[config.mk]
export PLATFORM = sky130hd
export DESIGN_NAME = data_split
export DESIGN_NICKNAME = d
export VERILOG_FILES = /design/src/rtl/data_split.sv
export SDC_FILE = /design/constraint.sdc
export NUM_CORES = 1
export LEC_CHECK = 0
export CAP_MARGIN = 10
export CORE_AREA = 4 4 69 71
export CTS_CLUSTER_DIAMETER = 50
export DETAILED_ROUTE_END_ITERATION = 16
export DIE_AREA = 0 0 73 75
export DONT_BUFFER_PORTS = 1
export HOLD_SLACK_MARGIN = 0.02
export SLEW_MARGIN = 20
export SYNTH_ARGS = -nofsm -noshare
export SYNTH_HDL_FRONTEND = slang
export SYNTH_SLANG_ARGS = --single-unit
[constraint.sdc]
create_clock -name clk -period 1.8 [get_ports clk]
set_input_delay 0.09 -clock clk [delete_from_list [all_inputs] [get_ports clk]]
set_output_delay 0.09 -clock clk [all_outputs]
set_load 0.01 [all_outputs]
[src/rtl/data_split.sv]
// data_split: splits each 32-bit input word into two 16-bit samples on a valid/ready stream
module data_split #(
  parameter bit LOW_FIRST = 1'b1
) (
  input  logic        clk,
  input  logic        resetn,
  input  logic [31:0] indata,
  input  logic        invalid,
  output logic        inready,
  output logic [15:0] outdata,
  output logic        outvalid,
  input  logic        outready,
  output logic        outhalf,
  output logic        underrun,
  input  logic        underrun_clr
);
  typedef enum logic [1:0] {EMPTY, FIRST, SECOND} state_t;
  state_t      state;
  logic [31:0] word;
  logic        seen;
  logic        in_xfer;
  logic        out_xfer;
  logic [15:0] in_first;
  logic [15:0] word_second;
  assign inready     = (state == EMPTY) | ((state == SECOND) & outready);
  assign in_xfer     = invalid & inready;
  assign out_xfer    = outvalid & outready;
  assign in_first    = LOW_FIRST ? indata[15:0] : indata[31:16];
  assign word_second = LOW_FIRST ? word[31:16] : word[15:0];
  // Word capture, half sequencing and registered sample outputs; a load in SECOND chains straight into FIRST
  always_ff @(posedge clk or negedge resetn) begin
    if (!resetn) begin
      state    <= EMPTY;
      word     <= '0;
      outdata  <= '0;
      outvalid <= 1'b0;
      outhalf  <= 1'b0;
    end else if (in_xfer) begin
      state    <= FIRST;
      word     <= indata;
      outdata  <= in_first;
      outvalid <= 1'b1;
      outhalf  <= 1'b0;
    end else if (state == FIRST && out_xfer) begin
      state   <= SECOND;
      outdata <= word_second;
      outhalf <= 1'b1;
    end else if (state == SECOND && out_xfer) begin
      state    <= EMPTY;
      outvalid <= 1'b0;
    end
  end
  // Sticky underrun: sink ready while empty after a word has been seen; clear beats set
  always_ff @(posedge clk or negedge resetn) begin
    if (!resetn) begin
      seen     <= 1'b0;
      underrun <= 1'b0;
    end else if (underrun_clr) begin
      seen     <= 1'b0;
      underrun <= 1'b0;
    end else begin
      if (in_xfer) seen <= 1'b1;
      if (state == EMPTY && outready && seen) underrun <= 1'b1;
    end
  end
endmodule
Word-level counts from Yosys, hierarchy flattened
Index checks and enable logic that the tools add are counted.
- register bits: 54
- output and inout bits: 20
- word-level logic and storage cells: 39
- eq/ne operators: 3
- muxes and demuxes: 14
- bitwise operators: 4
- reduce and logical (&&, ||, !) cells: 11
- operators with widths (operator ; number):
    $mux 16 ; 2
    $mux 1 ; 9
    $reduce_bool 2->1 ; 4
    $mux 2 ; 3
    $logic_and 1x1->1 ; 4
    $and 1x1->1 ; 3
    $reduce_bool 3->1 ; 1
    $eq 2x1->1 const B ; 1
    $eq 2x2->1 const B ; 1
    $logic_not 2->1 ; 1
    $ne 2x2->1 const B ; 1
    $reduce_and 2->1 ; 1
    $or 1x1->1 ; 1

Longest topological paths before layout
- depth after elaboration: 6
- depth in mapped cells: 5
- gate-level depth less buffers: 3

Worst setup path before layout
Ideal clock, no wire load.
- path kind: register to register
- start: register outvalid
- end: register outdata[0]
- data arrival time: 1.227 ns
- data required time: 1.665 ns
- path slack: 0.438 ns
- stages on the path, launching flop included: 6
- buffers on the path: 2
- period minus slack after synthesis: 1.362 ns
- cells stage by stage: dfrtp_1 and4b_1 buf_6 buf_4 a211oi_1 a31oi_2
- cells in the longest elaborated chain, start to end: 3
- ends and longest elaborated chain (element ; line ; source):
    start, declared ; 11 ; output logic outvalid,
    start signal, assigned ; 36 ; outvalid <= 1'b0;
    start signal, assigned ; 42 ; outvalid <= 1'b1;
    start signal, assigned ; 50 ; outvalid <= 1'b0;
    $and 1x1->1 ; 27 ; assign out_xfer = outvalid & outready;
    $logic_and 1x1->1 ; 44 ; end else if (state == FIRST && out_xfer) begin
    $reduce_bool 2->1 (no line) ; - ;
    end signal, assigned ; 41 ; outdata <= in_first;
    end signal, assigned ; 46 ; outdata <= word_second;
    end, declared ; 10 ; output logic [15:0] outdata,
No other way between the ends.
A chain may end at the register's enable or synchronous reset.

Worst setup path after layout
- start: register state[0]
- end: register outdata[3]
- cells in the longest elaborated chain, start to end: 5
- elaborated cells on any way between the ends: 9
- those cells by class: eq/ne: 2; mux: 1; bitwise: 3; reduce/logical: 3
- ends and longest elaborated chain (element ; line ; source):
    start, declared ; 18 ; state_t state;
    start signal, assigned ; 33 ; state <= EMPTY;
    start signal, assigned ; 39 ; state <= FIRST;
    start signal, assigned ; 45 ; state <= SECOND;
    $eq 2x2->1 ; 25 ; assign inready = (state == EMPTY) | ((state == SECOND) & outready);
    $and 1x1->1 ; 25 ;
    $or 1x1->1 ; 25 ;
    $and 1x1->1 ; 26 ; assign in_xfer = invalid & inready;
    $mux 16 / $reduce_bool 2->1 (equally long branches) ; - ;
Several ways; a longest one is shown, not always the timed one.

==> flow_summary.json <==
{
  "outcome": "finished, final reports clean",
  "core_um2": 4230,
  "yosys_warnings": 0,
  "num_vias": 1472,
  "io_buffers": 0,
  "first_iter_violations": 135,
  "final_cells": 261,
  "antenna_cells": 0,
  "io_pins": 57,
  "fin_util_pct": 54.3,
  "endpoint": "outdata[3]",
  "finalHoldViolations": 0,
  "dieWidth_um": 73,
  "cp-start-kind": "flop",
  "layout_commonest_cell": "dfrtp_1",
  "ys_ff_latch": 38,
  "dieArea_um2": 5480,
  "syn2layout_area_growth_pct": 29.2,
  "die_h_um": 75,
  "max_freq_mhz": 646,
  "r2r_cells": 3,
  "antenna_found_initial": 0,
  "setup_viol": 0,
  "routabilityCongestion": 0.760,
  "fillers": 389,
  "hp-class": "in -> reg",
  "clkLatencyLatePin_ns": 0.28,
  "wl_per_cell_um": 16.8,
  "nets": 245,
  "slowest_stage": "dfrtp_1",
  "synth_nets": 213,
  "cts_resized": 0,
  "area.sequential_um2": 951,
  "critPathTopFamily": "compound AO/OA/AOI/OAI gates",
  "dp_hpwl_um": 2870,
  "r2r_start": "state[0]",
  "drc": 0,
  "power.leakage_nw": 0.955,
  "placed_cell_area_um2": 1800,
  "p_per_area_nw_per_um2": 1190,
  "cp-end-kind": "flop",
  "path_clk_slew_ns": 0.07,
  "path_cells": "nand2b_1 > o21ai_0 > a31oi_2",
  "ant_nets": 0,
  "ir_drop_v": 0.000624,
  "period_needed_ns": 1.55,
  "max_stage_delay_ns": 0.45,
  "most-common-layout-cells": "38 x dfrtp_1, 37 x dlygate4sd3_1, 32 x nand3_1",
  "grt_pass1_wl_um": 7170,
  "setup_tns_ns": 0,
  "dp.cells": 215,
  "row_count": 24,
  "cts_sinks": 38,
  "rrSetupSlack_ns": 0.25,
  "holdBufCountCts": 38,
  "finalInstanceArea_um2": 2300,
  "cts_setup_buffers": 0,
  "setup_ws_ns": 0.253,
  "avgSynthCellArea_um2": 10.1,
  "crit_cells": 3,
  "required_ns": 1.95,
  "slew_violations": 0,
  "totalWireLength_um": 4390,
  "grt_pass1_vias": 1499,
  "overflow": 0,
  "syn_inst": 176,
  "htreeDepth": 2,
  "critPathArrivalTime_ns": 1.70,
  "critPathKind": "reg -> reg",
  "cts_buffers": 5,
  "cts-root-buf": "clkbuf_8",
  "tightestPinTransition_ns": 0.587,
  "rsz0062_at_grt": "false",
  "rr_endpoint": "outdata[3]",
  "via_per_inst": 5.64,
  "grt_max_degree": 39,
  "multiInputGateArea_um2": 732,
  "synth_area_um2": 1780,
  "ys_types": 23,
  "dp_slack_ns": 0.267,
  "cp-startpoint": "state[0]",
  "grt_usage_pct": 17.1,
  "maxCapViolCount": 0,
  "drive_above_1_share_pct": 12.9,
  "synth-seq-area-share_pct": 53.5,
  "maxSlewHeadroom_pct": 60.7,
  "start_util_pct": 42.0,
  "final.period_utilization_pct": 85.9,
  "skew_ns": 0.00313,
  "path_max_fanout": 16,
  "cts_tree": "built",
  "firstDrtPassIters": 4,
  "critPathBufInv": 0,
  "cts_buffer_depth": 2
}
sequential cells by signal, summed over array words and instances (netlist names):
register  flops
outdata      16
state         2
outvalid      1
outhalf       1
underrun      1
word         16
seen          1
metrics by stage:
step                      hold slack [ns]  power (mW)
after global routing               0.0495        2.90
after global placement             -0.204        1.92
final                              0.0391        2.74
after CTS                          0.0357        2.76
after floorplan                    -0.206        1.81
after detailed placement           -0.205        1.96
report_power, final:
group	switching, mW	internal (mW)
logic	0.348	0.277
registers	0.263	1.14
clock network	0.298	0.408
how the worst min path moves through the flow:
stage	start	slack, ns	cells past startpoint	end
floorplan	resetn	-0.21	0	outdata[0]
global placement	resetn	-0.20	0	outdata[10]
detailed placement	resetn	-0.20	0	outdata[10]
CTS	outready	0.04	2	outvalid
global route	outready	0.05	2	outvalid
finish	outready	0.04	2	outvalid
routing by layer:
layer | share of wire [%] | global-route usage [%] | up-vias | wire [um]
met1 | 42 | 21.0 | 711 | 1850
met2 | 49 | 29.2 | 50 | 2160
li1 | - | - | 706 | -
met3 | 7.6 | 5.34 | 5 | 334
met5 | 0 | 0 | - | 0
met4 | 0.96 | 4.92 | 0 | 42
synthesized netlist by cell type:
library cell	count	share of area [%]
o21ai_0	15	4.2
a21o_4	1	0.84
nor2b_1	1	0.35
o21ai_1	1	0.28
nand3_1	32	9.0
dfrtp_1	38	53
nand2_1	18	3.8
buf_6	2	1.3
a31oi_2	10	7.0
nor2b_2	1	0.49
a41oi_1	1	0.49
a31oi_1	7	2.5
nor2_1	6	1.3
a21oi_1	4	1.1
nand2b_1	3	1.1
clkbuf_1	2	0.42
a211oi_1	16	6.8
buf_2	12	3.4
buf_4	1	0.42
inv_1	2	0.42
o22ai_1	1	0.35
and4b_1	1	0.56
o2bb2ai_1	1	0.49
final cells by class:
cell class                      count  area share (%)
Tap cell                           52            2.83
Multi-Input combinational cell    119            31.9
Clock inverter                      3            1.74
Clock buffer                        5            3.00
Inverter                            2           0.327
Timing Repair Buffer               42            18.8
Sequential cell                    38            41.4
cells by family (layout without fill, tap and decap cells):
logic type      count (synthesis)  after routing  synth area share [%]
buf+inv                        19             52                  5.91
simple gates                   62             62                  16.5
compound gates                 57             57                  24.1
flops                          38             38                  53.5
(Power assumes the default switching activity.)
